`config.mk`:
```
export PLATFORM = sky130hd
export DESIGN_NAME = seven_seg_scan_capture
export DESIGN_NICKNAME = d
export VERILOG_FILES = /design/src/rtl/seven_seg_pkg.sv /design/src/rtl/seven_seg_glyph_decode.sv /design/src/rtl/seven_seg_scan_capture.sv
export SDC_FILE = /design/constraint.sdc
export NUM_CORES = 1
export LEC_CHECK = 0
export ABC_AREA = 1
export CAP_MARGIN = 20
export CORE_ASPECT_RATIO = 0.9
export CORE_MARGIN = 2
export CORE_UTILIZATION = 52
export DETAILED_ROUTE_END_ITERATION = 10
export PLACE_DENSITY = 0.76
export SLEW_MARGIN = 10
export SYNTH_ARGS = -nofsm -noshare
export SYNTH_HDL_FRONTEND = slang
export SYNTH_SLANG_ARGS = --single-unit
```
`constraint.sdc`:
```
create_clock -name clk_100 -period 6.2 [get_ports clk_100]
set_input_delay 1.24 -clock clk_100 [delete_from_list [all_inputs] [get_ports clk_100]]
set_output_delay 1.24 -clock clk_100 [all_outputs]
set_load 0.02 [all_outputs]
```
`src/rtl/seven_seg_pkg.sv`:
```
// Shared definitions for the seven-segment scan capture monitor:
// glyph table, digit count, capture FSM states and the glyph decoder.
package seven_seg_pkg;

    localparam int unsigned NUM_DIGITS = 8;

    // Active-high {g,f,e,d,c,b,a} patterns
    localparam logic [6:0] GLYPH_0 = 7'h3F;
    localparam logic [6:0] GLYPH_1 = 7'h06;
    localparam logic [6:0] GLYPH_2 = 7'h5B;
    localparam logic [6:0] GLYPH_3 = 7'h4F;
    localparam logic [6:0] GLYPH_4 = 7'h66;
    localparam logic [6:0] GLYPH_5 = 7'h6D;
    localparam logic [6:0] GLYPH_6 = 7'h7D;
    localparam logic [6:0] GLYPH_7 = 7'h07;
    localparam logic [6:0] GLYPH_8 = 7'h7F;
    localparam logic [6:0] GLYPH_9 = 7'h6F;
    localparam logic [6:0] GLYPH_A = 7'h77;
    localparam logic [6:0] GLYPH_B = 7'h7C;
    localparam logic [6:0] GLYPH_C = 7'h39;
    localparam logic [6:0] GLYPH_D = 7'h5E;
    localparam logic [6:0] GLYPH_E = 7'h79;
    localparam logic [6:0] GLYPH_F = 7'h71;

    typedef enum logic [1:0] {
        IDLE,
        SETTLE,
        CAPTURED
    } state_t;

    // Returns {valid, nibble}; unknown patterns (blank included) give 5'b0
    function automatic logic [4:0] decode_glyph(input logic [6:0] seg7);
        logic [4:0] r;
        r = '0;
        case (seg7)
            GLYPH_0: r = 5'h10;
            GLYPH_1: r = 5'h11;
            GLYPH_2: r = 5'h12;
            GLYPH_3: r = 5'h13;
            GLYPH_4: r = 5'h14;
            GLYPH_5: r = 5'h15;
            GLYPH_6: r = 5'h16;
            GLYPH_7: r = 5'h17;
            GLYPH_8: r = 5'h18;
            GLYPH_9: r = 5'h19;
            GLYPH_A: r = 5'h1A;
            GLYPH_B: r = 5'h1B;
            GLYPH_C: r = 5'h1C;
            GLYPH_D: r = 5'h1D;
            GLYPH_E: r = 5'h1E;
            GLYPH_F: r = 5'h1F;
            default: r = '0;
        endcase
        return r;
    endfunction

endpackage

```
`src/rtl/seven_seg_glyph_decode.sv`:
```
// Combinational active-high segment pattern to hex nibble decoder.
module seven_seg_glyph_decode
    import seven_seg_pkg::*;
(
    input  logic [6:0] seg,
    output logic       valid,
    output logic [3:0] nibble
);

    always_comb begin
        {valid, nibble} = decode_glyph(seg);
    end

endmodule

```
`src/rtl/seven_seg_scan_capture.sv`:
```
// Receive side of the multiplexed 8-digit seven-segment interface: waits for
// each digit to settle, decodes it, and publishes complete frames.
module seven_seg_scan_capture
    import seven_seg_pkg::*;
#(
    parameter int unsigned SETTLE_CYCLES = 16,
    parameter int unsigned FRAME_TIMEOUT = 2000000
) (
    input  logic        clk_100,
    input  logic        reset,
    input  logic [7:0]  an,
    input  logic [6:0]  seg,
    input  logic        dp,
    output logic [31:0] digits,
    output logic [7:0]  dp_mask,
    output logic [7:0]  digit_valid,
    output logic        frame_done,
    output logic        stale
);

    localparam int unsigned SW = $clog2(SETTLE_CYCLES + 1);
    localparam int unsigned TW = $clog2(FRAME_TIMEOUT + 1);

    logic [7:0]  an_meta, an_sync, an_prev;
    logic [6:0]  seg_meta, seg_sync, seg_prev;
    logic        dp_meta, dp_sync, dp_prev;

    state_t      state;
    logic [SW-1:0] settle_cnt;
    logic [TW-1:0] timeout_cnt;
    logic [7:0]  seen;
    logic [31:0] stg_digits;
    logic [7:0]  stg_dp;
    logic [7:0]  stg_valid;

    logic        cur_legal;
    logic        cur_changed;
    logic [2:0]  cur_idx;
    logic        capture;
    logic        timeout_hit;
    logic        dec_valid;
    logic [3:0]  dec_nibble;

    // Idle synchronizer value is an inactive bus (no anode, blank segments)
    always_ff @(posedge clk_100 or posedge reset) begin
        if (reset) begin
            an_meta  <= '1;
            an_sync  <= '1;
            an_prev  <= '1;
            seg_meta <= '1;
            seg_sync <= '1;
            seg_prev <= '1;
            dp_meta  <= 1'b1;
            dp_sync  <= 1'b1;
            dp_prev  <= 1'b1;
        end else begin
            an_meta  <= an;
            an_sync  <= an_meta;
            an_prev  <= an_sync;
            seg_meta <= seg;
            seg_sync <= seg_meta;
            seg_prev <= seg_sync;
            dp_meta  <= dp;
            dp_sync  <= dp_meta;
            dp_prev  <= dp_sync;
        end
    end

    seven_seg_glyph_decode u_decode (
        .seg    (~seg_sync),
        .valid  (dec_valid),
        .nibble (dec_nibble)
    );

    always_comb begin
        cur_legal   = ($countones(~an_sync) == 1);
        cur_changed = ({an_sync, seg_sync, dp_sync} != {an_prev, seg_prev, dp_prev});
        cur_idx     = '0;
        for (int unsigned i = 0; i < NUM_DIGITS; i++) begin
            if (!an_sync[i]) cur_idx = 3'(i);
        end
        capture     = (state == SETTLE) && cur_legal && !cur_changed &&
                      (settle_cnt == SW'(SETTLE_CYCLES - 1));
        timeout_hit = !capture && (timeout_cnt == TW'(FRAME_TIMEOUT - 1));
    end

    always_ff @(posedge clk_100 or posedge reset) begin
        if (reset) begin
            state      <= IDLE;
            settle_cnt <= '0;
        end else begin
            case (state)
                IDLE: begin
                    if (cur_legal) begin
                        state      <= SETTLE;
                        settle_cnt <= SW'(1);
                    end
                end
                SETTLE: begin
                    if (!cur_legal) begin
                        state      <= IDLE;
                        settle_cnt <= '0;
                    end else if (cur_changed) begin
                        settle_cnt <= SW'(1);
                    end else begin
                        settle_cnt <= settle_cnt + SW'(1);
                        if (capture) state <= CAPTURED;
                    end
                end
                CAPTURED: begin
                    if (cur_changed) begin
                        state      <= cur_legal ? SETTLE : IDLE;
                        settle_cnt <= cur_legal ? SW'(1) : '0;
                    end
                end
                default: begin
                    state      <= IDLE;
                    settle_cnt <= '0;
                end
            endcase
        end
    end

    // Commit fires the edge after seen fills; a capture cannot land on that edge
    always_ff @(posedge clk_100 or posedge reset) begin
        if (reset) begin
            seen        <= '0;
            stg_digits  <= '0;
            stg_dp      <= '0;
            stg_valid   <= '0;
            timeout_cnt <= '0;
            digits      <= '0;
            dp_mask     <= '0;
            digit_valid <= '0;
            frame_done  <= 1'b0;
            stale       <= 1'b0;
        end else begin
            frame_done <= 1'b0;
            if (capture) begin
                stg_digits[{cur_idx, 2'b00} +: 4] <= dec_nibble;
                stg_valid[cur_idx]                <= dec_valid;
                stg_dp[cur_idx]                   <= ~dp_sync;
                timeout_cnt                       <= '0;
            end else if (timeout_cnt != TW'(FRAME_TIMEOUT)) begin
                timeout_cnt <= timeout_cnt + TW'(1);
            end

            if (seen == '1) begin
                digits      <= stg_digits;
                dp_mask     <= stg_dp;
                digit_valid <= stg_valid;
                frame_done  <= 1'b1;
                stale       <= 1'b0;
                seen        <= '0;
            end else if (timeout_hit) begin
                seen  <= '0;
                stale <= 1'b1;
            end else if (capture) begin
                seen <= seen | ~an_sync;
            end
        end
    end

endmodule

```
**Word level (Yosys, flattened, before mapping)**

Cells that the tools add are included.

- Flip-flop bits (word level): 182
- Bits in latches: 0
- Bits in writable memories: 0
- Bits in read-only memories: 0
- Input port bits: 18
- Memories: 0

- Add/sub/neg operators: 10
- Multipliers: 0
- Div/mod/pow operators: 0
- $lt $le $gt $ge: 2
- Equality and inequality tests: 28
- Shift-type cells: 2
- Multiplexer cells: 34
- Bitwise logic cells: 4
- Reduce and logical (&&, ||, !) cells: 13

Operator list:

| operator | count |
|---|---|
| equality test 7 bit (second input constant) | 12 |
| case mux 5 bit (16 select lines) | 1 |
| two-way mux 21 bit | 2 |
| bitwise mux 32 bit | 1 |
| variable shift 4 x 7 -> 32 bit (first input constant) | 1 |
| variable part select 4 x 7 -> 32 bit | 1 |
| two-way mux 8 bit | 3 |
| adder 21 x 1 -> 21 bit (second input constant) | 1 |
| equality test 21 bit (second input constant) | 1 |
| inequality test 21 bit (second input constant) | 1 |
| two-way mux 5 bit | 4 |
| two-way mux 3 bit | 6 |
| bitwise mux 8 bit | 2 |
| inequality test 16 bit | 1 |
| case mux 5 bit (3 select lines) | 1 |
| equality test 7 x 3 -> 1 bit (second input constant) | 2 |
| equality test 7 x 6 -> 1 bit (second input constant) | 2 |
| two-way mux 2 bit | 5 |
| adder 1 x 1 -> 2 bit | 4 |
| equality test 8 bit (second input constant) | 1 |
| inverter 8 bit | 1 |
| bitwise OR 8 bit | 1 |
| two-way mux 1 bit | 7 |
| negation 5 -> 7 bit | 1 |
| other kinds (22) | 31 |

**Depth between registers and ports, before layout**

Gate-level depths: netlist (run 1).

- Depth after elaboration: 12
- Depth in mapped cells: 18
- Depth with buffers taken out: 17

**Cells and area by module**

A second synthesis (run 1) with hierarchy kept.

- Cell total of the unflattened synthesis: 1033
- Area, all modules: 8455.6 um2

Modules (own cells, without submodules):

| module | instances | cells each | area an instance (um2) | sequential area each (um2) |
|---|---|---|---|---|
| seven_seg_scan_capture | 1 | 966 | 8164.1 | 4614.4 |
| seven_seg_glyph_decode | 1 | 67 | 291.5 | 0.0 |

**Worst setup path before layout (run 1)**

Ideal clock, no wire load.

- Kind: register to register
- Start point: reg an_sync[3]
- End point: reg stg_digits[14]
- Library setup time: 0.066 ns
- Arrival time: 3.661 ns
- Data required time: 6.134 ns
- Slack: 2.473 ns
- Cell stages (with the launch flop): 18
- Buffers on the path: 2
- Cell sequence: dfstp_2 fa_1 inv_1 fa_1 fa_1 ha_1 inv_1 fa_1 nand2_1 nor2_1 nand4_1 inv_1 nand3_4 nor2_4 buf_6 buf_6 nand4_1 nand2_1

- Word-level cells in the longest chain between the ends: 8
- Elaborated cells between the ends (all ways): 19
- Classes of those cells: 4 x add/sub; 2 x eq/ne; 2 x shift; 6 x mux; 1 x bitwise; 4 x reduce/logical

RTL lines:

| item | line | source |
|---|---|---|
| start: declaration | seven_seg_scan_capture.sv:24 | `logic [7:0] an_meta, an_sync, an_prev;` |
| start signal: assignment | seven_seg_scan_capture.sv:58 | `an_sync <= an_meta;` |
| two-way mux 3 bit or inverter 8 bit (tied branches) | seven_seg_scan_capture.sv:80, seven_seg_scan_capture.sv:76 |  |
| two-way mux 3 bit or adder 1 x 1 -> 2 bit (tied branches) | seven_seg_scan_capture.sv:80, seven_seg_scan_capture.sv:76 |  |
| two-way mux 3 bit or adder 2 x 2 -> 3 bit (tied branches) | seven_seg_scan_capture.sv:80, seven_seg_scan_capture.sv:76 |  |
| two-way mux 3 bit or adder 3 x 3 -> 4 bit (tied branches) | seven_seg_scan_capture.sv:80, seven_seg_scan_capture.sv:76 |  |
| two-way mux 3 bit or equality test 4 x 1 -> 1 bit (tied branches) | seven_seg_scan_capture.sv:80, seven_seg_scan_capture.sv:76 |  |
| negation 5 -> 7 bit or logical AND 1 bit (tied branches) | seven_seg_scan_capture.sv:140, seven_seg_scan_capture.sv:82 |  |
| variable part select 4 x 7 -> 32 bit, or another cell as far along | seven_seg_scan_capture.sv:140 | `stg_digits[{cur_idx, 2'b00} +: 4] <= dec_nibble;` |
| bitwise mux 32 bit or logical AND 1 bit (tied branches) | seven_seg_scan_capture.sv:140, seven_seg_scan_capture.sv:82 |  |
| end signal: indexed assignment | seven_seg_scan_capture.sv:140 |  |
| end: declaration | seven_seg_scan_capture.sv:32 | `logic [31:0] stg_digits;` |

Several ways; a longest one is shown, not always the timed one.
A chain may end at the register's enable or synchronous reset.

**Final worst setup path (run 1)**

- Start point: reg an_sync[3]
- End point: reg seen[6]

- Word-level cells in the longest chain between the ends: 12
- Elaborated cells between the ends (all ways): 15
- Classes of those cells: 3 x add/sub; 2 x eq/ne; 2 x mux; 1 x bitwise; 7 x reduce/logical

RTL lines:

| item | line | source |
|---|---|---|
| inverter 8 bit | seven_seg_scan_capture.sv:76 | `cur_legal = ($countones(~an_sync) == 1);` |
| adder 1 x 1 -> 2 bit (implied by the code) | seven_seg_scan_capture.sv:76 |  |
| adder 2 x 2 -> 3 bit (implied by the code) | seven_seg_scan_capture.sv:76 |  |
| adder 3 x 3 -> 4 bit (implied by the code) | seven_seg_scan_capture.sv:76 |  |
| equality test 4 x 1 -> 1 bit | seven_seg_scan_capture.sv:76 |  |
| logical AND 1 bit | seven_seg_scan_capture.sv:82 | `capture = (state == SETTLE) && cur_legal && !cur_changed &&` |
| logical AND 1 bit (*) (2 in series) | seven_seg_scan_capture.sv:82 |  |
| logical NOT 1 bit | seven_seg_scan_capture.sv:84 | `timeout_hit = !capture && (timeout_cnt == TW'(FRAME_TIMEOUT - 1));` |
| logical AND 1 bit | seven_seg_scan_capture.sv:84 |  |
| two-way mux 8 bit | seven_seg_scan_capture.sv:155 | `end else if (timeout_hit) begin` |
| two-way mux 8 bit | seven_seg_scan_capture.sv:148 | `if (seen == '1) begin` |
| end signal: assignment | seven_seg_scan_capture.sv:159 | `seen <= seen \| ~an_sync;` |
| end: declaration | seven_seg_scan_capture.sv:31 | `logic [7:0] seen;` |

Mark *: on every way between the ends. The rest lies on a longest branch, timed or not.

==> results of run 1 <==
registers in the layout, indices dropped and copies added, names as in the netlist, 7 cells and up:
name	count
an_meta	8
an_prev	8
an_sync	8
digit_valid	8
digits	32
dp_mask	8
seen	8
seg_meta	7
seg_prev	7
seg_sync	7
stg_digits	32
stg_dp	8
stg_valid	8
timeout_cnt	21
power by group:
group / switching [mW] / internal (mW)
Clock: 0.463 / 0.609
Combinational: 0.108 / 0.0511
Sequential: 0.0187 / 1.22
cell families (layout without fill, tap and decap cells):
family,count (synthesis),in the layout,synth area share (%)
simple gates,586,586,29.9
flops,182,182,56.5
buf+inv,125,208,6.12
compound gates,60,60,4.29
fa+ha+maj,13,13,2.36
xor+xnor,8,8,0.857
layer usage:
layer / up-vias / routed length, um
met5: - / 0
met4: 0 / 330
met3: 22 / 839
met2: 187 / 7730
met1: 3038 / 8300
li1: 3226 / -
worst register-to-register path, stage by stage, from the launching register on:
cell and delay, ps:
dfstp_2 580, fa_1 420, inv_1 80, fa_1 430, fa_1 500, ha_1 160, inv_1 50, fa_1 470
nand2_1 50, nor2_1 130, nand4_1 130, inv_1 200, nand3_4 130, nor2_4 670, buf_4 430, o211ai_1 150
nand2_1 100
path summary, 6_finish.rpt:
path,slack (ps),endpoint,cells past startpoint,start
max,1480,seen[6]$_DFFE_PP0P_,16,an_sync[3]$_DFF_PP1_
min,360,seg_sync[6]$_DFF_PP1_,0,seg_meta[6]$_DFF_PP1_
max reg2reg,1480,seen[6]$_DFFE_PP0P_,16,an_sync[3]$_DFF_PP1_
min reg2reg,360,seg_sync[6]$_DFF_PP1_,0,seg_meta[6]$_DFF_PP1_
max in group asynchronous,4360,seg_prev[0]$_DFF_PP1_,3,reset
min in group asynchronous,1130,digits[10]$_DFFE_PP0P_,2,reset
layout make-up:
type                            instances  area, um^2
Tap cell                              202         253
Clock inverter                         13         144
Fill cell                            1322        5730
Clock buffer                           19         443
Sequential cell                       182        4610
Timing Repair Buffer                   73         756
Multi-Input combinational cell        667        3060
Inverter                              103         392
cells in the final DEF (no fill, tap or decap), types with 2 or more instances in the layout:
master | synthesis | final
clkinv_2 | 0 | 3
fa_1 | 4 | 4
clkinv_1 | 2 | 2
nor2_1 | 75 | 75
clkinvlp_4 | 0 | 3
ha_1 | 9 | 9
inv_6 | 0 | 4
o22ai_1 | 2 | 2
inv_1 | 95 | 94
clkdlybuf4s50_1 | 0 | 67
bufinv_16 | 0 | 2
nor4_1 | 3 | 3
nor3b_1 | 2 | 2
nor2_4 | 3 | 3
nor3_1 | 23 | 23
o21bai_1 | 8 | 8
dfrtp_1 | 134 | 134
clkbuf_16 | 0 | 17
a21oi_1 | 18 | 18
xnor2_1 | 2 | 2
xor2_1 | 6 | 6
nand4_1 | 36 | 36
dfstp_2 | 48 | 48
nor2_2 | 3 | 3
nand2_1 | 402 | 401
inv_2 | 6 | 6
a31oi_1 | 2 | 2
o211ai_1 | 8 | 8
buf_4 | 3 | 4
o21ai_0 | 19 | 19
buf_16 | 0 | 2
nand3_1 | 35 | 35
==> impl_metrics.toml, run 1 <==
[synth]
synthesis.nets = 1005
synthTopCellsByArea = "dfrtp_1 41%, nand2_1 18%, dfstp_2 15%"
synth-edff-count = 0
synth_ff_type = "dfrtp_1"
yosysWarnings = 0
seq_area_frac_synth_pct = 56.5
syn_avg_cell_area_um2 = 8.39
netlist_top_cells_count = "402 x nand2_1, 134 x dfrtp_1, 95 x inv_1"
synth_seq_cells = 182
synth_top_cell_area_share_pct = 41.0
synthCells = 974
yosysTopAreaCell = "dfrtp_1"
syn_area_um2 = 8170
async_flop_share_pct = 100
yosysMostFrequentCell = "nand2_1"
ys_types = 35

[setup_path]
cp_cell_sequence = "fa_1 -> inv_1 -> fa_1 -> fa_1 -> ha_1 -> inv_1 -> fa_1 -> nand2_1 -> nor2_1 -> nand4_1 -> inv_1 -> nand3_4 -> nor2_4 -> buf_4 -> o211ai_1 -> nand2_1"
worst_setup_path_start_kind = "flip-flop"
cp-end-kind = "flip-flop"
cp_slowest_stage_delay_ps = 670
crit_top_cell = "fa_1"
cpMaxStageDelayCell = "nor2_4"
crit_buf_inv = 4
cp_max_fo = 44
cp_data_required_time_ps = 6560
arrival_ps = 5080
crit_family = "adder cells"
crit_type = "flip-flop to flip-flop"

[global_routing]
grt_max_degree = 119
met3_usage_pct = 4.92
grt_pass1_wl_um = 29000
grt_use_met1_pct = 32.8
antenna_found_initial = 0
grt_pass1_vias = 6013
overflow = 0
grt_usage_pct = 22.2
use_met2_pct = 33.3
busiest_layer = "met2"

[cts]
cts-root-buf = "clkbuf_16"
post_cts_resized = 0
cts_tree = "built"
clkSlewWorstSetupHoldPaths_ps = 70
cts.hold.buffers_added = 0
cts_num_sinks = 182
cts_buffers = 17
post-cts-setup-buffers = 0
clk-insertion-delay-late_ps = 430
ctsHtreeMaxLevel = 4
clock_path_buffers = 2

[sta]
skew_ps = 15.5
tightest_slew_ps = 854
tns_ps = 0
whs_ps = 355
fmax_mhz = 212
maxSlewHeadroom_pct = 42.9
fin_crit_sh_pct = 76.2
finalHoldViolations = 0
maxSlewViolCount = 0
fin_ws_ps = 1480
rsz0062_at_grt = "false"
layout_min_cycle_time_ps = 4720
setup_violations = 0

[place]
dp_hpwl_um = 12100
io_buffers = 67
placed_cells = 1225
gp_congestion = 0.910
dp_worst_setup_slack_ps = 1500
place_area_um2 = 9020

[cells_and_area]
layout-drive-gt1-share_pct = 9.65
finalNetCount = 1075
fin_cells = 1259
post-route-util_pct = 62.8
synthToLayoutAreaGrowth_pct = 18.2
n_antenna_cell = 0
postLayoutCellArea_um2 = 9660

[drt]
initialDrtViolationCount = 468
dr.pass1.iters = 5
wl_um = 17200
detail-route-antenna-nets = 0
drc = 0
vias_per_cell = 5.14
routedWlPerCell_um = 13.7
vias = 6473

[die]
io_pins = 68
start_util_pct = 53.1
die_y_um = 123
num_rows = 43
coreArea_um2 = 15400
die-area_um2 = 16700
die_w_um = 136

[job]
drv_cap = 0

[power_and_ir_drop]
p_per_area_nw_per_um2 = 256
ir_drop_uv = 208
p_total_mw = 2.47
p_leak_nw = 4.91

[outcome]
status = "finished, final reports clean"

[hold_path]
hold_class = "flip-flop to flip-flop"
Note: power is estimated with default switching activity, not from simulation.
==> inputs of run 2 (changes only) <==
==> constraint.sdc (replaced) <==
create_clock -name clk_100 -period 4.1 [get_ports clk_100]
set_input_delay 0.82 -clock clk_100 [delete_from_list [all_inputs] [get_ports clk_100]]
set_output_delay 0.82 -clock clk_100 [all_outputs]
set_load 0.02 [all_outputs]
==> run 2 against run 1 <==
  * The flow now finishes with violations (setup timing)
  * Global-route usage shrank 0.13 points
  * First-iteration DRC count rose by 6.2%
  * Combinational power grew 64%
  * Non-clock buffer count grew 16
  * Count of clock-buffer cells in the layout unchanged
  * Via count grew 2.6%
  * Utilization up 2.0 points
  * Clock power up 44%
  * Clock skew decreased by 2.4 ps
  * Highest routed layer unchanged
  * Maximum frequency increased by 15%
==> impl_metrics.toml, run 2 (synthesized netlist as in run 1, its figures left out) <==
[setup_path]
cpMaxStageDelayCell = "fa_1"
cp-end-kind = "flip-flop"
cp_cell_sequence = "fa_1 -> inv_2 -> fa_1 -> fa_1 -> ha_2 -> inv_2 -> fa_1 -> nand2_1 -> nor2_2 -> nand4_1 -> inv_2 -> nand3_4 -> nor2_4 -> buf_6 -> buf_6 -> clkbuf_16 -> nand4_1 -> nand2_1"
cp_max_fo = 6
cp_slowest_stage_delay_ps = 560
arrival_ps = 4470
crit_start = "an_sync[0]$_DFF_PP1_"
r2r-start = "an_sync[0]$_DFF_PP1_"
reg2reg_slack_ps = -5
crit_type = "flip-flop to flip-flop"
worst_setup_path_start_kind = "flip-flop"
crit_buf_inv = 6
cp_data_required_time_ps = 4470
crit_family = "adder cells"
crit_top_cell = "fa_1"

[cts]
cts_buffers = 17
cts_num_sinks = 182
clk-insertion-delay-late_ps = 440
clkSlewWorstSetupHoldPaths_ps = 60
cts.hold.buffers_added = 0
cts-root-buf = "clkbuf_16"
ctsHtreeMaxLevel = 4
cts_tree = "built"
clock_path_buffers = 2

[sta]
fin_crit_sh_pct = 100
fmax_mhz = 244
fin_ws_ps = -4.61
rsz0062_at_grt = "true"
maxSlewHeadroom_pct = 53.5
layout_min_cycle_time_ps = 4100
setup_violations = 1
finalHoldViolations = 0
tightest_slew_ps = 698
skew_ps = 13.1
maxSlewViolCount = 0

[cells_and_area]
fillers = 1282
synthToLayoutAreaGrowth_pct = 22.1
n_antenna_cell = 0
fin_cells = 1275
layout-drive-gt1-share_pct = 13.9
reg_top3 = "digits: 32 flops, stg_digits: 32 flops, timeout_cnt: 21 flops"
layout_common_cells = "376 x nand2_1, 134 x dfrtp_1, 91 x inv_1, 74 x nor2_1, 67 x clkdlybuf4s50_1"
final_common_cell = "nand2_1"
finalNetCount = 1091

[outcome]
status = "finished with violations"
violations = "setup timing"

[power_and_ir_drop]
p_leak_nw = 5.09
ir_drop_uv = 342
p_per_area_nw_per_um2 = 369
p_total_mw = 3.68

[die]
die_y_um = 123
coreArea_um2 = 15400
start_util_pct = 53.1
die-area_um2 = 16700
die_w_um = 136
io_pins = 68
num_rows = 43

[global_routing]
antenna_found_initial = 0
grt_max_degree = 92
grt_usage_pct = 22.0
grt_pass1_vias = 5990
grt_pass1_wl_um = 28900
overflow = 0

[place]
gp_congestion = 0.895
dp_worst_setup_slack_ps = 9.40
dp_hpwl_um = 11800
io_buffers = 67
placed_cells = 1229

[drt]
drc = 0
dr.pass1.iters = 7
initialDrtViolationCount = 497
wl_um = 17900
vias = 6644
detail-route-antenna-nets = 0
vias_per_cell = 5.21
routedWlPerCell_um = 14.0

[hold_path]
min_from = "seg_meta[3]$_DFF_PP1_"
hold_class = "flip-flop to flip-flop"

[job]
drv_cap = 0
-- run 2: path summary, 6_finish.rpt --
check,endpoint,depth (start not counted)
setup / recovery,stg_digits[2]$_DFFE_PP0P_,18
hold / removal,seg_sync[3]$_DFF_PP1_,0
setup reg to reg,stg_digits[2]$_DFFE_PP0P_,18
hold reg to reg,seg_sync[3]$_DFF_PP1_,0
max in group asynchronous,dp_prev$_DFF_PP1_,3
min in group asynchronous,digits[27]$_DFFE_PP0P_,3
-- run 2: area by class of cell --
class / instances / area [um^2] / share of cell area (%)
clock buffer: 19 / 443 / 4.44
clock inverter: 13 / 105 / 1.05
inverter: 103 / 390 / 3.91
multi-input combinational: 667 / 3180 / 31.9
sequential: 182 / 4610 / 46.3
tap: 202 / 253 / 2.53
timing repair buffer: 89 / 992 / 9.95
-- run 2: layer usage --
layer,vias up,GRT usage [%],share of wire [%]
met5,-,0,0
met4,0,5.92,1.0
met3,22,5.41,6.4
met2,220,32.7,45
met1,3156,32.6,47
li1,3246,-,-
-- run 2: per-stage QoR --
stage                     hold slack (ps)  instance area, um^2  util (%)  TNS, ps
final                                 355                 9980      64.8    -4.61
after global routing                  357                 9980      64.8    -3180
after CTS                             356                 9650      62.7        0
after detailed placement              347                 9110      59.2        0
after global placement                346                 9080      59.0        0
after floorplan                       345                 8180         -        0
-- run 2: report_power, final --
group / switching [mW] / internal, mW / leakage, nW
clock network: 0.694 / 0.847 / 0.262
registers: 0.0269 / 1.85 / 2.36
logic: 0.176 / 0.0877 / 2.47
-- run 2: timing repair --
item	4_1_cts	5_1_grt
resized for setup	1	48
setup endpoints to repair	1	77
pin swaps	0	18
buffers inserted	0	8
cloned	0	6
==> inputs of run 3 (changes only) <==
--- a/config.mk
+++ b/config.mk
@@ -9,9 +9,8 @@
 export CAP_MARGIN = 20
 export CORE_ASPECT_RATIO = 0.9
 export CORE_MARGIN = 2
-export CORE_UTILIZATION = 52
+export CORE_UTILIZATION = 38
 export DETAILED_ROUTE_END_ITERATION = 10
-export PLACE_DENSITY = 0.76
 export SLEW_MARGIN = 10
 export SYNTH_ARGS = -nofsm -noshare
 export SYNTH_HDL_FRONTEND = slang
==> run 3 against run 2 <==
  * The flow now finishes without violations
  * Combinational power barely moved
  * Final cell count rose by 6.3%
  * Design area fell by 0.38%
  * Sequential power barely moved
  * Non-clock buffer count fell by 4
  * First-iteration DRC count rose by 11%
  * Sequential cell count did not move
  * Utilization fell by 17 points
  * Power rose by 0.83%
  * Highest routed layer unchanged
==> impl_metrics.toml, run 3 (synthesized netlist as in run 1, its figures left out) <==
[sta]
maxSlewViolCount = 0
rsz0062_at_grt = "true"
layout_min_cycle_time_ps = 4000
maxSlewHeadroom_pct = 53.0
tightest_slew_ps = 705
finalHoldViolations = 0
fmax_mhz = 250
whs_ps = 353
tns_ps = 0
setup_violations = 0
skew_ps = 7.15
fin_crit_sh_pct = 97.5

[die]
die-area_um2 = 22700
die_y_um = 143
io_pins = 68
coreArea_um2 = 21000
die_w_um = 159
num_rows = 50
start_util_pct = 39.0

[cells_and_area]
finalNetCount = 1087
layout-drive-gt1-share_pct = 11.6
layout_common_cells = "396 x nand2_1, 134 x dfrtp_1, 91 x inv_1, 73 x nor2_1, 67 x clkdlybuf4s50_1"
synthToLayoutAreaGrowth_pct = 21.6
n_antenna_cell = 0
final_common_cell = "nand2_1"
reg_top3 = "digits: 32 flops, stg_digits: 32 flops, timeout_cnt: 21 flops"

[drt]
detail-route-antenna-nets = 0
vias_per_cell = 4.73
vias = 6410
dr.pass1.iters = 5
initialDrtViolationCount = 553
drc = 0
wl_um = 18300
routedWlPerCell_um = 13.5

[global_routing]
grt_usage_pct = 16.9
overflow = 0
antenna_found_initial = 0
grt_max_degree = 92
grt_pass1_vias = 5985
grt_pass1_wl_um = 30100

[cts]
cts.hold.buffers_added = 0
ctsHtreeMaxLevel = 4
clk-insertion-delay-late_ps = 430
clkSlewWorstSetupHoldPaths_ps = 70
cts_tree = "built"
cts-root-buf = "clkbuf_16"
clock_path_buffers = 2
cts_buffers = 17
cts_num_sinks = 182

[hold_path]
hold_class = "flip-flop to flip-flop"

[place]
dp_hpwl_um = 12700
io_buffers = 67
gp_congestion = 0.891

[power_and_ir_drop]
p_per_area_nw_per_um2 = 373
p_total_mw = 3.71
p_leak_nw = 4.98
ir_drop_uv = 295

[setup_path]
cp_max_fo = 17
reg2reg_slack_ps = 100
cp-end-kind = "flip-flop"
worst_setup_path_start_kind = "flip-flop"
cp_data_required_time_ps = 4470
crit_type = "flip-flop to flip-flop"
arrival_ps = 4370

[outcome]
status = "finished, final reports clean"

[job]
drv_cap = 0
run 3: cell types whose count changed in the layout (fill, tap and decap cells not counted), moves of 2 or more:
cell,change
nand3_1,+4
nand2_2,-15
buf_6,-3
nand2_1,+20
clkinv_1,-3
clkbuf_1,+2
nand2_4,-5
nand3_2,-4
run 3: final timing paths:
| kind | endpoint | cells past startpoint | startpoint |
|---|---|---|---|
| worst min register to register | dp_sync$_DFF_PP1_ | 0 | dp_meta$_DFF_PP1_ |
| worst min-delay path | dp_sync$_DFF_PP1_ | 0 | dp_meta$_DFF_PP1_ |
| worst max register to register | stg_dp[1]$_DFFE_PP0P_ | 17 | an_sync[1]$_DFF_PP1_ |
| worst max-delay path | stg_dp[1]$_DFFE_PP0P_ | 17 | an_sync[1]$_DFF_PP1_ |
| max in group asynchronous | stg_valid[2]$_DFFE_PP0P_ | 3 | reset |
| min in group asynchronous | digits[25]$_DFFE_PP0P_ | 2 | reset |
run 3: layer usage:
layer / track usage, % / vias to the layer above / share of wire (%)
li1: - / 3244 / -
met5: 0 / - / 0
met1: 26.3 / 2972 / 53
met2: 23.2 / 181 / 41
met3: 4.34 / 13 / 5.6
met4: 4.31 / 0 / 0.81
run 3: critical path, cell delays in order (launching register included):
cell	delay, ps
dfstp_2	540
fa_1	420
inv_2	70
fa_1	410
fa_1	490
ha_2	180
inv_2	40
fa_2	520
nand2_2	50
nor2_2	130
nand4_1	130
inv_2	130
nand3_4	100
nor2_4	220
buf_4	190
clkbuf_16	180
nand3_1	70
nand2_1	70
run 3: layout make-up:
cell class | instances | area (um^2)
clock inverter | 10 | 97.6
clock buffer | 22 | 464
multi-input combinational | 667 | 3090
fill | 2004 | 11000
inverter | 103 | 390
timing repair buffer | 85 | 926
tap | 286 | 358
sequential | 182 | 4610
run 3: report_power, final:
part           internal (mW)  switching, mW  total [mW]
clock network          0.874          0.697        1.57
registers               1.85         0.0274        1.88
logic                 0.0860          0.178       0.264
total                   2.81          0.902        3.71
run 3: what timing repair did:
item | 4_1_cts | 5_1_grt
resized for setup | 0 | 15
setup buffers | 0 | 4
setup endpoints to repair | 0 | 69
run 3: through the flow:
stage          instance area [um^2]  util (%)  setup WS, ps  std cells
6_report                       9940      47.4           104       1355
4_1_cts                        9800      46.8          77.6       1347
3_5_place_dp                   9240      44.1          84.3       1315
5_1_grt                        9940      47.4         -60.2       1355
3_3_place_gp                   9210      44.0           192       1314
2_1_floorplan                  8180         -           373        974
==> variant 1, RTL diff (flow settings as in run 2) <==
Register the output `digits` once more, cleared by the reset; this adds one clock of latency there. The other outputs are not delayed to match.
--- a/src/rtl/seven_seg_scan_capture.sv
+++ b/src/rtl/seven_seg_scan_capture.sv
@@ -22,2 +22,4 @@
     localparam int unsigned TW = $clog2(FRAME_TIMEOUT + 1);
+
+    logic [31:0] digits_s0;
 
@@ -131,3 +133,3 @@
             timeout_cnt <= '0;
-            digits      <= '0;
+            digits_s0   <= '0;
             dp_mask     <= '0;
@@ -148,3 +150,3 @@
             if (seen == '1) begin
-                digits      <= stg_digits;
+                digits_s0   <= stg_digits;
                 dp_mask     <= stg_dp;
@@ -163,2 +165,10 @@
 
+    always_ff @(posedge clk_100 or posedge reset) begin
+        if (reset) begin
+            digits <= '0;
+        end else begin
+            digits <= digits_s0;
+        end
+    end
+
 endmodule
Behaviour: no difference found for any inputs over 10 cycles, from zero or initial values and one cycle with reset high; that may be too few to reach the edited logic, so the function may still have changed.
==> variant 1 against run 2 <==
The flow still finishes with violations (setup timing); sequential power rose by 16%; wire length rose by 2.5%; power rose by 23%; sequential cell count rose by 32; critical endpoint is now stg_valid[0]; area after synthesis rose by 9.3%; setup slack got worse by 0.0044 ns; final area rose by 8.1%; maximum frequency fell by 0.11%.
==> variant 1: results <==
{
  "p_sw_w": 0.00104,
  "grt_pass1_wl_um": 29600,
  "fillers": 1344,
  "first_global_vias": 6234,
  "p_leak_nw": 5.58,
  "detail_route.wl_per_cell_um": 13.8,
  "outcome": "finished with violations",
  "largest_registers": "digits: 32 flops, digits_s0: 32 flops, stg_digits: 32 flops",
  "numCtsBuffers": 22,
  "clockBufferDepth": 3,
  "drt_iter0_drc": 604,
  "first_pass_iters": 8,
  "fin_skew_ns": 0.0273,
  "setup_viol": 2,
  "h-tree-depth": 1,
  "pg_seq_w": 0.00219,
  "synth.distinct_cells": 32,
  "clk-insertion-delay-late_ns": 0.52,
  "sw_frac_of_total_pct": 23.1,
  "peakVddDrop_mv": 0.423,
  "grt_usage_pct": 19.8,
  "dp_hpwl_um": 11500,
  "fin_ws_ns": -0.00899,
  "violations": "setup timing",
  "preCtsSetupSlack_ns": -0.00799,
  "vias": 6762,
  "grt_max_degree": 215,
  "cts_resized": 4,
  "place.gp.congestion": 0.880,
  "synth_commonest_cells": "nand2_1 (427), dfrtp_1 (166), nor2_1 (92)",
  "crit_slowest_cell": "dfstp_2"
}
[variant 1: cells by family after synthesis]
group	count (synthesis)	share of synthesized area (%)
simple gates	628	28.7
flops	214	60.6
buf+inv	116	5.07
compound gates	37	2.38
fa+ha+maj	13	2.16
xor+xnor	11	1.08
[variant 1: layout make-up]
cell class / instances / area share [%]
clock buffer: 31 / 6.27
tap: 211 / 2.45
multi-input combinational: 689 / 28.8
timing repair buffer: 85 / 8.37
sequential: 214 / 50.2
clock inverter: 9 / 0.824
inverter: 88 / 3.10
[variant 1: worst paths after layout]
kind / from / endpoint / slack [ns] / depth (start not counted)
setup / recovery: an_sync[0] / stg_valid[0] / -0.009 / 18
hold / removal: an_meta[6] / an_sync[6] / 0.35 / 0
setup reg to reg: an_sync[0] / stg_valid[0] / -0.009 / 18
hold reg to reg: an_meta[6] / an_sync[6] / 0.35 / 0
max in group asynchronous: reset / digit_valid[5] / 2.36 / 3
min in group asynchronous: reset / timeout_cnt[15] / 0.96 / 3
[variant 1: routing by layer]
layer	global-route usage (%)	share of wire [%]	up-vias	wire length (um)
li1	-	-	3356	-
met1	28.9	47	3155	8620
met2	30.9	45	206	8330
met3	3.21	5.1	45	938
met4	6.06	2.5	0	467
met5	0	0	-	0
[variant 1: per-stage QoR]
step	util, %	cell area [um^2]	instances	hold slack, ns	TNS (ns)
2_1_floorplan	-	8930	1019	0.345	0
3_3_place_gp	58.3	9810	1274	0.346	0
3_5_place_dp	58.3	9810	1274	0.347	-0.0104
4_1_cts	62.9	10600	1314	0.355	-0.00465
5_1_grt	64.0	10800	1327	0.358	-3.63
6_report	64.0	10800	1327	0.354	-0.0131
==> variant 2, RTL diff (settings of run 2) <==
Made on the original files. `FRAME_TIMEOUT`: 2000000 -> 1000000.
--- a/src/rtl/seven_seg_scan_capture.sv
+++ b/src/rtl/seven_seg_scan_capture.sv
@@ -6,3 +6,3 @@
     parameter int unsigned SETTLE_CYCLES = 16,
-    parameter int unsigned FRAME_TIMEOUT = 2000000
+    parameter int unsigned FRAME_TIMEOUT = 1000000
 ) (
Check against the original RTL: no difference found for any inputs over 10 cycles, from zero or initial values and one cycle with reset high; that may be too few to reach the edited logic, so the function may still have changed.
==> variant 2 against run 2 <==
Cell count fell by 1.2%; critical endpoint is now stg_digits[0]; critical path type unchanged; wire length decreased by 2.7%; combinational power rose by 9.1%; area after synthesis fell by 2.1%; sequential cell count fell by 1; setup slack improved by 0.11 ns; sequential share of layout area grew 1.2 points; power shrank 1.8%; final area fell by 3.0%.
==> variant 2: results <==
{
  "place_area_um2": 8980,
  "drive_gt1_share_pct": 11.6,
  "grt_usage_pct": 22.4,
  "preCtsSetupSlack_ns": -0.0460,
  "rrSetupSlack_ns": 0.10,
  "syn_nets": 990,
  "place.gp.congestion": 0.919,
  "grt_pass1_wl_um": 28900,
  "synth_commonest_cells": "nand2_1 (386), dfrtp_1 (133), inv_1 (95)",
  "largest_registers": "digits: 32 flops, stg_digits: 32 flops, timeout_cnt: 20 flops",
  "synth_compound_area_share_pct": 4.91,
  "whs_ns": 0.355,
  "grt_util_met2_pct": 32.5,
  "detail_route.wl_per_cell_um": 13.8,
  "ys_seq_area_share_pct": 57.3,
  "vias": 6423,
  "outcome": "finished, final reports clean",
  "arrival_ns": 4.37,
  "nets": 1077,
  "peakVddDrop_mv": 0.316,
  "synth_top_cells_by_area": "dfrtp_1 (42%), nand2_1 (18%), dfstp_2 (16%)",
  "synth.distinct_cells": 33,
  "max_slew_margin_pct": 54.0,
  "first_global_vias": 6023,
  "first_pass_iters": 5,
  "slowest_delay_ns": 0.54,
  "met1_usage_pct": 33.1,
  "dp_hpwl_um": 12000,
  "drt_iter0_drc": 658,
  "synth_adder_area_share_pct": 2.41,
  "period_needed_ns": 4.00,
  "yosys.area_share.xor_xnor_pct": 0.985,
  "grt_max_degree": 84
}
==> variant 2: metal layers <==
| layer | share of wire [%] | up-vias |
|---|---|---|
| met1 | 48 | 2982 |
| li1 | - | 3197 |
| met5 | 0 | - |
| met3 | 5.6 | 36 |
| met4 | 2.3 | 0 |
| met2 | 44 | 208 |
==> variant 2: timing repair <==
action,CTS,global route
cloned,0,2
pin swaps,1,12
endpoints found under the setup margin,8,68
resized for setup,0,23
setup buffers,1,6
==> variant 2: where the power goes <==
| group | switching [W] | total (W) | internal, W |
|---|---|---|---|
| clock network | 0.000675 | 0.00145 | 0.000772 |
| registers | 0.0000352 | 0.00188 | 0.00184 |
| logic | 0.000190 | 0.000287 | 0.0000966 |
==> variant 2: cells by family (layout without fill, tap and decap cells) <==
| family | after synthesis | after routing |
|---|---|---|
| AOI/OAI and AO/OA | 73 | 73 |
| xor gates and xnor gates | 9 | 9 |
| adders and majority gates | 13 | 13 |
| buffers and inverters | 117 | 216 |
| DFF | 181 | 181 |
| and+or+nand+nor | 566 | 566 |
==> variant 2: stage by stage <==
stage / power (W) / cells / utilization [%]
2_1_floorplan: 0.00209 / 959 / -
3_3_place_gp: 0.00217 / 1220 / 59.0
3_5_place_dp: 0.00218 / 1220 / 59.0
4_1_cts: 0.00363 / 1252 / 62.4
5_1_grt: 0.00377 / 1260 / 63.5
6_report: 0.00361 / 1260 / 63.5
==> variant 2: cell type report <==
type / count / share of cell area (%)
flip-flops and latches: 181 / 47.5
well taps: 202 / 2.61
inverters: 96 / 3.76
repair buffers: 89 / 9.81
clock buffers: 20 / 4.51
clock inverters: 11 / 0.815
multi-input cells: 661 / 31.0
==> variant 2: worst register-to-register path, delay by kind of cell, from the launching register on <==
kind / cells / cell delay (ns)
adder cells (fa/ha/maj): 5 / 2.22
buffers and inverters: 6 / 0.61
flip-flops: 1 / 0.39
AND/OR/NAND/NOR: 7 / 0.73
==> variant 2: final timing paths <==
kind                             startpoint              to  depth (start not counted)
worst max-delay path             an_sync[0]   stg_digits[0]                         18
worst min-delay path            seg_meta[0]     seg_sync[0]                          0
worst max register to register   an_sync[0]   stg_digits[0]                         18
worst min register to register  seg_meta[0]     seg_sync[0]                          0
max in group asynchronous             reset  stg_digits[20]                          3
min in group asynchronous             reset       digits[8]                          2
